==> src/rtl/vga_scan_controller_pkg.sv <==
// Shared constants for the debug-display scan controller: default VGA 640x480@60 timing,
// snapshot field widths and the snapshot FSM state type.
package vga_scan_controller_pkg;

    localparam int unsigned COORD_W    = 11;
    localparam int unsigned REG_HEAP_W = 176;
    localparam int unsigned WORD_W     = 16;
    localparam int unsigned COLOR_W    = 3;

    localparam int unsigned DEF_CLK_DIV  = 2;

    localparam int unsigned DEF_H_ACTIVE = 640;
    localparam int unsigned DEF_H_FP     = 16;
    localparam int unsigned DEF_H_SYNC   = 96;
    localparam int unsigned DEF_H_BP     = 48;
    localparam int unsigned DEF_H_TOTAL  = DEF_H_ACTIVE + DEF_H_FP + DEF_H_SYNC + DEF_H_BP;
    localparam int unsigned DEF_H_SYNC_START = DEF_H_ACTIVE + DEF_H_FP;

    localparam int unsigned DEF_V_ACTIVE = 480;
    localparam int unsigned DEF_V_FP     = 10;
    localparam int unsigned DEF_V_SYNC   = 2;
    localparam int unsigned DEF_V_BP     = 33;
    localparam int unsigned DEF_V_TOTAL  = DEF_V_ACTIVE + DEF_V_FP + DEF_V_SYNC + DEF_V_BP;
    localparam int unsigned DEF_V_SYNC_START = DEF_V_ACTIVE + DEF_V_FP;

    typedef enum logic [0:0] {
        StScan,
        StCapture
    } snapState_e;

    // True when val lies in the half-open window [lo, lo + len).
    function automatic logic inWindow(logic [COORD_W-1:0] val, int unsigned lo, int unsigned len);
        return (val >= COORD_W'(lo)) && (val < COORD_W'(lo + len));
    endfunction

endpackage

==> src/rtl/vga_timing_counter.sv <==
// Pixel-enable divider and raster counters with visible-area, sync and end-of-visible decode.
module vga_timing_counter
    import vga_scan_controller_pkg::*;
#(
    parameter int unsigned CLK_DIV  = DEF_CLK_DIV,
    parameter int unsigned H_ACTIVE = DEF_H_ACTIVE,
    parameter int unsigned H_FP     = DEF_H_FP,
    parameter int unsigned H_SYNC   = DEF_H_SYNC,
    parameter int unsigned H_BP     = DEF_H_BP,
    parameter int unsigned V_ACTIVE = DEF_V_ACTIVE,
    parameter int unsigned V_FP     = DEF_V_FP,
    parameter int unsigned V_SYNC   = DEF_V_SYNC,
    parameter int unsigned V_BP     = DEF_V_BP
) (
    input  logic               clk,
    input  logic               rst,
    output logic               pe,
    output logic [COORD_W-1:0] hCount,
    output logic [COORD_W-1:0] vCount,
    output logic               visible,
    output logic               hSyncN,
    output logic               vSyncN,
    output logic               frameEnd
);

    localparam int unsigned H_TOTAL = H_ACTIVE + H_FP + H_SYNC + H_BP;
    localparam int unsigned V_TOTAL = V_ACTIVE + V_FP + V_SYNC + V_BP;
    localparam int unsigned DIV_W   = (CLK_DIV > 1) ? $clog2(CLK_DIV) : 1;

    localparam logic [DIV_W-1:0]   DIV_LAST   = DIV_W'(CLK_DIV - 1);
    localparam logic [COORD_W-1:0] H_LAST     = COORD_W'(H_TOTAL - 1);
    localparam logic [COORD_W-1:0] V_LAST     = COORD_W'(V_TOTAL - 1);
    localparam logic [COORD_W-1:0] V_VIS_LAST = COORD_W'(V_ACTIVE - 1);

    logic [DIV_W-1:0]   divCntQ, divCntD;
    logic [COORD_W-1:0] hCountQ, hCountD;
    logic [COORD_W-1:0] vCountQ, vCountD;

    // With CLK_DIV == 1 the divider never leaves 0, so pe is constantly high.
    assign pe = (divCntQ == DIV_LAST);

    // Next-state for the divider and the raster counters; scan moves only on pe.
    always_comb begin
        divCntD = divCntQ + DIV_W'(1);
        hCountD = hCountQ;
        vCountD = vCountQ;
        if (pe) begin
            divCntD = '0;
            if (hCountQ == H_LAST) begin
                hCountD = '0;
                vCountD = (vCountQ == V_LAST) ? '0 : vCountQ + COORD_W'(1);
            end else begin
                hCountD = hCountQ + COORD_W'(1);
            end
        end
    end

    // Counter registers; a reset mid-frame restarts the scan at (0,0).
    always_ff @(posedge clk or negedge rst) begin
        if (!rst) begin
            divCntQ <= '0;
            hCountQ <= '0;
            vCountQ <= '0;
        end else begin
            divCntQ <= divCntD;
            hCountQ <= hCountD;
            vCountQ <= vCountD;
        end
    end

    assign hCount   = hCountQ;
    assign vCount   = vCountQ;
    assign visible  = (hCountQ < COORD_W'(H_ACTIVE)) && (vCountQ < COORD_W'(V_ACTIVE));
    assign hSyncN   = !inWindow(hCountQ, H_ACTIVE + H_FP, H_SYNC);
    assign vSyncN   = !inWindow(vCountQ, V_ACTIVE + V_FP, V_SYNC);
    // Last pixel of the last visible line is being left on this clock.
    assign frameEnd = pe && (hCountQ == H_LAST) && (vCountQ == V_VIS_LAST);

endmodule

==> src/rtl/vga_scan_controller.sv <==
// Debug-display scan controller: drives x/y to the renderer, registers its colour together
// with sync, and snapshots CPU debug state once per frame at the start of vertical blanking.
module vga_scan_controller
    import vga_scan_controller_pkg::*;
#(
    parameter int unsigned CLK_DIV  = DEF_CLK_DIV,
    parameter int unsigned H_ACTIVE = DEF_H_ACTIVE,
    parameter int unsigned H_FP     = DEF_H_FP,
    parameter int unsigned H_SYNC   = DEF_H_SYNC,
    parameter int unsigned H_BP     = DEF_H_BP,
    parameter int unsigned V_ACTIVE = DEF_V_ACTIVE,
    parameter int unsigned V_FP     = DEF_V_FP,
    parameter int unsigned V_SYNC   = DEF_V_SYNC,
    parameter int unsigned V_BP     = DEF_V_BP
) (
    input  logic                  clk,
    input  logic                  rst,
    input  logic                  freeze,
    input  logic [REG_HEAP_W-1:0] registerValueIn,
    input  logic [WORD_W-1:0]     IfPCIn,
    input  logic [WORD_W-1:0]     IfIRIn,
    input  logic [WORD_W-1:0]     calResultIn,
    output logic [REG_HEAP_W-1:0] registerValue,
    output logic [WORD_W-1:0]     IfPC,
    output logic [WORD_W-1:0]     IfIR,
    output logic [WORD_W-1:0]     calResult,
    output logic [COORD_W-1:0]    x,
    output logic [COORD_W-1:0]    y,
    input  logic [COLOR_W-1:0]    rIn,
    input  logic [COLOR_W-1:0]    gIn,
    input  logic [COLOR_W-1:0]    bIn,
    output logic [COLOR_W-1:0]    r,
    output logic [COLOR_W-1:0]    g,
    output logic [COLOR_W-1:0]    b,
    output logic                  hs,
    output logic                  vs,
    output logic                  frameStart
);

    logic       pe;
    logic       visible;
    logic       hSyncN;
    logic       vSyncN;
    logic       frameEnd;
    logic       captureEn;
    snapState_e stateQ, stateD;

    vga_timing_counter #(
        .CLK_DIV  (CLK_DIV),
        .H_ACTIVE (H_ACTIVE),
        .H_FP     (H_FP),
        .H_SYNC   (H_SYNC),
        .H_BP     (H_BP),
        .V_ACTIVE (V_ACTIVE),
        .V_FP     (V_FP),
        .V_SYNC   (V_SYNC),
        .V_BP     (V_BP)
    ) uTiming (
        .clk      (clk),
        .rst      (rst),
        .pe       (pe),
        .hCount   (x),
        .vCount   (y),
        .visible  (visible),
        .hSyncN   (hSyncN),
        .vSyncN   (vSyncN),
        .frameEnd (frameEnd)
    );

    // Output stage: colour and sync for the current pixel leave together one pixel later.
    always_ff @(posedge clk or negedge rst) begin
        if (!rst) begin
            r  <= '0;
            g  <= '0;
            b  <= '0;
            hs <= 1'b1;
            vs <= 1'b1;
        end else if (pe) begin
            r  <= visible ? rIn : '0;
            g  <= visible ? gIn : '0;
            b  <= visible ? bIn : '0;
            hs <= hSyncN;
            vs <= vSyncN;
        end
    end

    // Snapshot FSM next state: one CAPTURE clock right after the last visible pixel.
    always_comb begin
        stateD    = stateQ;
        captureEn = 1'b0;
        unique case (stateQ)
            StScan: begin
                if (frameEnd) begin
                    stateD = StCapture;
                end
            end
            StCapture: begin
                stateD    = StScan;
                captureEn = !freeze;
            end
            default: stateD = StScan;
        endcase
    end

    // Snapshot FSM state register.
    always_ff @(posedge clk or negedge rst) begin
        if (!rst) begin
            stateQ <= StScan;
        end else begin
            stateQ <= stateD;
        end
    end

    // Snapshot registers; frameStart rises in the same clock the new snapshot appears.
    always_ff @(posedge clk or negedge rst) begin
        if (!rst) begin
            registerValue <= '0;
            IfPC          <= '0;
            IfIR          <= '0;
            calResult     <= '0;
            frameStart    <= 1'b0;
        end else begin
            frameStart <= captureEn;
            if (captureEn) begin
                registerValue <= registerValueIn;
                IfPC          <= IfPCIn;
                IfIR          <= IfIRIn;
                calResult     <= calResultIn;
            end
        end
    end

endmodule
==> config.mk <==
export PLATFORM = sky130hd
export DESIGN_NAME = vga_scan_controller
export DESIGN_NICKNAME = d
export VERILOG_FILES = /design/src/rtl/vga_scan_controller_pkg.sv /design/src/rtl/vga_timing_counter.sv /design/src/rtl/vga_scan_controller.sv
export SDC_FILE = /design/constraint.sdc
export NUM_CORES = 1
export LEC_CHECK = 0
export CAP_MARGIN = 0
export CORE_AREA = 2 2 193 195
export CTS_BUF_LIST = sky130_fd_sc_hd__clkbuf_2 sky130_fd_sc_hd__clkbuf_4 sky130_fd_sc_hd__clkbuf_8
export CTS_CLUSTER_DIAMETER = 40
export DETAILED_ROUTE_END_ITERATION = 7
export DIE_AREA = 0 0 195 197
export GPL_TIMING_DRIVEN = 0
export PLACE_DENSITY = 0.6
export SLEW_MARGIN = 10
export SYNTH_ARGS = -nofsm -noshare
export SYNTH_HDL_FRONTEND = slang
export SYNTH_HIERARCHICAL = 1
export SYNTH_SLANG_ARGS = --single-unit
==> constraint.sdc <==
create_clock -name clk -period 2.4 [get_ports clk]
set_input_delay 0.6 -clock clk [delete_from_list [all_inputs] [get_ports clk]]
set_output_delay 0.6 -clock clk [all_outputs]
set_load 0.005 [all_outputs]
## After elaboration in Yosys (flattened, before gate mapping)

Cells that the tools add are included.
W data, S select, Z words.

| word-level totals | value |
|---|---|
| output and inout bits | 258 |
| register bits | 260 |
| input port bits | 236 |
| logic and storage cells | 45 |

| cells by class | value |
|---|---|
| add/subtract/negate cells | 3 |
| mux-type cells | 9 |
| equality and inequality tests | 3 |
| magnitude comparators | 6 |
| reductions and logical operators | 9 |
| bitwise operators | 1 |

Operator list:

| operator | number |
|---|---|
| $add A11 B1 Y11 const B | 2 |
| $eq A11 B10 Y1 const B | 2 |
| $lt A11 B10 Y1 const B | 2 |
| $lt A11 B9 Y1 const B | 2 |
| $mux W11 | 2 |
| $eq A11 B9 Y1 const B | 1 |
| $ge A11 B10 Y1 const B | 1 |
| $ge A11 B9 Y1 const B | 1 |
| $mux W3 | 3 |
| $logic_and A1 B1 Y1 | 5 |
| $logic_not A1 Y1 | 3 |
| $mux W1 | 3 |
| $pmux W1 S2 | 1 |
| $reduce_and A2 Y1 | 1 |
| $add A1 B1 Y1 const B | 1 |
| $not A1 Y1 | 1 |

## Longest topological paths before layout

| logic depth | value |
|---|---|
| word-level depth | 5 |
| mapped depth | 7 |
| depth with buffers taken out | 5 |

## By module

Netlist, hierarchy kept.

By module, submodules not included:

| module | area each (µm²) | cells an instance | sequential area each (µm²) | times used |
|---|---|---|---|---|
| vga_scan_controller | 9471.6 | 520 | 5933.2 | 1 |
| vga_timing_counter | 1318.8 | 137 | 575.6 | 1 |

## Least setup slack after synthesis

No wires, ideal clock.

| timing | value |
|---|---|
| path type | reg2reg |
| from | register uTiming.hCountQ[0], in the netlist uTiming/hCount[0] |
| to | register uTiming.vCountQ[7], in the netlist uTiming/vCount[7] |
| arrival | 1.600 ns |
| clock period less this slack | 1.721 ns |
| path buffers | 2 |
| required time | 2.278 ns |
| setup time | 0.122 ns |
| cell stages (with the launch flop) | 8 |
| slack | 0.679 ns |
| path through | dfrtp_1 > ha_1 > and4_1 > buf_6 > and4_1 > buf_6 > and2_4 > a32o_1 |

| between the ends | value |
|---|---|
| cells in the longest elaborated chain, start to end | 2 |

RTL lines:

| item | line | source |
|---|---|---|
| from (decl) | vga_timing_counter.sv:36 | `logic [COORD_W-1:0] hCountQ, hCountD;` |
| from (signal assigned) | vga_timing_counter.sv:66 | `hCountQ <= hCountD;` |
| $eq A11 B10 Y1 | vga_timing_counter.sv:49 | `if (hCountQ == H_LAST) begin` |
| $reduce_and A2 Y1 (no source line) | n/a |  |
| to (signal assigned) | vga_timing_counter.sv:67 | `vCountQ <= vCountD;` |
| to (decl) | vga_timing_counter.sv:37 | `logic [COORD_W-1:0] vCountQ, vCountD;` |

No other way between the ends.
A chain may end at the register's enable or synchronous reset.

## Worst setup path in the final report

| timing | value |
|---|---|
| from | register uTiming.vCountQ[6], in the netlist uTiming/vCount[6] |
| to | output y[6] |

RTL lines:

| item | line | source |
|---|---|---|
| to (decl) | vga_scan_controller.sv:28 | `output logic [COORD_W-1:0] y,` |

No word-level cell between the ends.

==> results.md <==
* Most frequent cells after synthesis: dfrtp_1 (258), mux2_4 (149), mux2_2 (77), nand3_1 (23), inv_1 (18)
* Post-Syn Instances at 657
* Max Clk Rate at 440 MHz
* Critical path type: reg2out
* Pins over their slew limit at 0
* Clk buf depth at 3
* HP Class: reg2reg
* Synth Area in Simple Gates at 4.14%
* Maximum VDD drop at 0.464 mV
* Crit start category: flop
* Final core area utilization at 48.2%
* Die W at 195 µm
* Post-synth ARST share at 100%
* Final Skew at 0.0136 ns
* Final WL at 33,200 µm
* Skew-Pair Late Insertion Delay at 0.60 ns
* Die area at 0.0384 mm²
* Rows at 70
* ANT cells at 0
* Buf+Inv Stages, Crit Path at 1
* Vias in the first global route at 8,214
* Outcome: complete, no violations
* Setup TNS at 0 ns
* GRT overflow at 0
* Initial antenna violation count at 1
* H-tree depth at 2
* DR WL met2 at 16,500 µm
* Vias at 7,545
* Clock-pin slew on the worst setup and hold paths at 0.05 ns
* Worst path slowest cell: clkdlybuf4s50_1
* # setup viols final at 0
* Crit Path Max Fanout at 8
* PostCTS Resize Cnt at 0
* Hpwl dp at 24,600 µm
* Final period util at 94.7%
* Clk root buf: clkbuf_8
* Syn Area/Cell at 16.4 µm²
* DRT Pass-1 Iters at 4
* Top delay family on crit path: buffers and inverters
* Minimum clock period at 2.27 ns
* Critical path cell sequence: clkdlybuf4s50_1
* Leakage at 7.90 nW
* Multiplexer share of the synthesized area at 29.0%
* CP required at 1.80 ns
* FF+latch count, synth at 260
* Slew @ Worst Pin at 0.634 ns
* Worst path max stage delay at 0.58 ns
* Proportion of layout cells with a drive suffix above 1 at 28.5%
* Most frequent cell after synthesis: dfrtp_1
* Post-layout nets at 1,444
* # clock sinks at 260
* CP arrival at 1.67 ns
* Routed length on met1 at 13,100 µm
* Num CTS Buffers at 50
* Synthesis-to-layout area growth at 62.0%
* # Max-Cap Violations at 0
* Top FF cell, synth: dfrtp_1
* Main area contributors after synthesis: dfrtp_1 (60%), mux2_4 (21%), mux2_2 (8.0%)
* Compound-Gate Fraction of Synth Area at 1.70%
* Syn nets at 896
* CORE AREA at 0.0363 mm²
* Routed vias/inst at 4.42
* Adder-Cell Fraction of Synth Area at 0.348%
* Wire length on met3 at 3050 µm
* Cell taking the most area after synthesis: dfrtp_1
* Final Hold Violating Endpoints at 0
* Die span in y at 197 µm
* Gpl congestion at 0.791
* PwrDens at 556 mW/mm²
* CTS tree: yes
* Post-DR wirelength/cell at 19.5 µm
* Post-Synth XOR/XNOR Area at 0.731%
* Yosys Warn Count at 6
* Pin count of the biggest net entering global routing at 94
* Unrepaired setup endpoints after global routing: no
* GRT Total Usage at 17.2%
* Initial Util at 29.8%
* Cell area after synthesis at 0.0108 mm²
* Initial drt markers at 231
* Largest family of logic cells by synthesized area: multiplexers
* Slew HR at 57.8%
* Port bufs at 493
* Post-synth EDFFs at 0
* Uppermost layer routed: met4
* Kind of end point of the critical path: output pin
* First-pass GRT wire length at 50,800 µm
* Yosys cell types at 39
* I/O Pins at 494
* Top-area cell type share of the netlist area at 59.8%
* # DRC at 0
* Detail Route Antenna Nets at 0
* Post-synthesis sequential area ratio at 60.3%
==> cell type report <==
class	count	area, µm²
Clock buffer	78	980
Multi-Input combinational cell	344	3870
Clock inverter	9	120
Inverter	18	67.6
Sequential cell	260	6510
Buffer	35	343
Timing Repair Buffer	496	5000
Tap cell	468	586
Fill cell	3226	18800
==> state kept, by name, summed over array words and instances (netlist names) <==
| signal | flops |
|---|---|
| calResult | 16 |
| g | 3 |
| b | 3 |
| stateQ | 1 |
| uTiming/pe | 1 |
| r | 3 |
| uTiming/hCount | 11 |
| frameStart | 1 |
| uTiming/vCount | 11 |
| hs | 1 |
| IfIR | 16 |
| IfPC | 16 |
| registerValue | 176 |
| vs | 1 |
==> metal layers <==
layer | vias up | global-route usage, %
li1 | 3427 | -
met1 | 3752 | 20.5
met2 | 317 | 28.8
met3 | 49 | 6.90
met4 | 0 | 4.92
met5 | - | 0
==> report_power, final <==
group / switching [mW] / internal [mW] / leakage (nW)
clock: 1.90 / 2.90 / 0.588
sequential: 0.00374 / 4.40 / 3.59
combinational: 0.156 / 0.365 / 3.72
total: 2.06 / 7.66 / 7.90
==> metrics by stage <==
| stage | setup WS [ns] | total power, mW | instances | hold WS, ns | cell area, µm² |
|---|---|---|---|---|---|
| global route | 0.0192 | 10.2 | 1708 | 0.449 | 17500 |
| global placement | -11.09 | 4.99 | 1618 | 0.420 | 16300 |
| floorplan | 0.679 | 4.49 | 657 | 0.304 | 10800 |
| CTS | 0.0691 | 9.89 | 1708 | 0.429 | 17500 |
| finish | 0.127 | 9.71 | 1708 | 0.423 | 17500 |
| detailed placement | 0.186 | 5.00 | 1620 | 0.421 | 16400 |
==> cells in the final DEF (no fill, tap or decap), drive strengths merged, types with 3 or more instances in the layout <==
master and n:
a21oi 5, a22o 3, and2 3, and3 4
and4 5, buf 34, bufinv 3, clkbuf 82
clkdlybuf4s50 492, clkinv 6, dfrtp 258, ha 3
inv 18, mux2 226, nand2 8, nand3 23
nand4 10, nor2 10, nor2b 3, o21ai 14
xnor2 3, xor2 6
==> what timing repair did <==
action,4_1_cts,5_1_grt
endpoints found under the hold margin,74,0
hold buffers,1,0
setup buffers,0,0
setup endpoints to repair,0,0
==> final timing paths <==
check / start / end / slack, ns / depth (start not counted)
worst max-delay path: uTiming/vCount[6]$_DFFE_PN0P_ / y[6] / 0.13 / 1
worst min-delay path: stateQ$_DFF_PN0_ / stateQ$_DFF_PN0_ / 0.42 / 1
worst max register to register: uTiming/hCount[0]$_DFFE_PN0P_ / uTiming/vCount[7]$_DFFE_PN0P_ / 0.59 / 7
worst min register to register: stateQ$_DFF_PN0_ / stateQ$_DFF_PN0_ / 0.42 / 1
max in group asynchronous: rst / registerValue[172]$_DFFE_PN0P_ / 0.89 / 3
min in group asynchronous: rst / registerValue[77]$_DFFE_PN0P_ / 0.60 / 2
==> kinds of logic (layout without fill, tap and decap cells) <==
logic type / Yosys count / after routing
AO/OA/AOI/OAI: 30 / 30
XOR/XNOR: 9 / 9
adder cells (fa/ha/maj): 3 / 3
buffers and inverters: 53 / 636
flip-flops: 260 / 260
multiplexers: 228 / 228
AND/OR/NAND/NOR: 74 / 74
(Power assumes the default switching activity.)
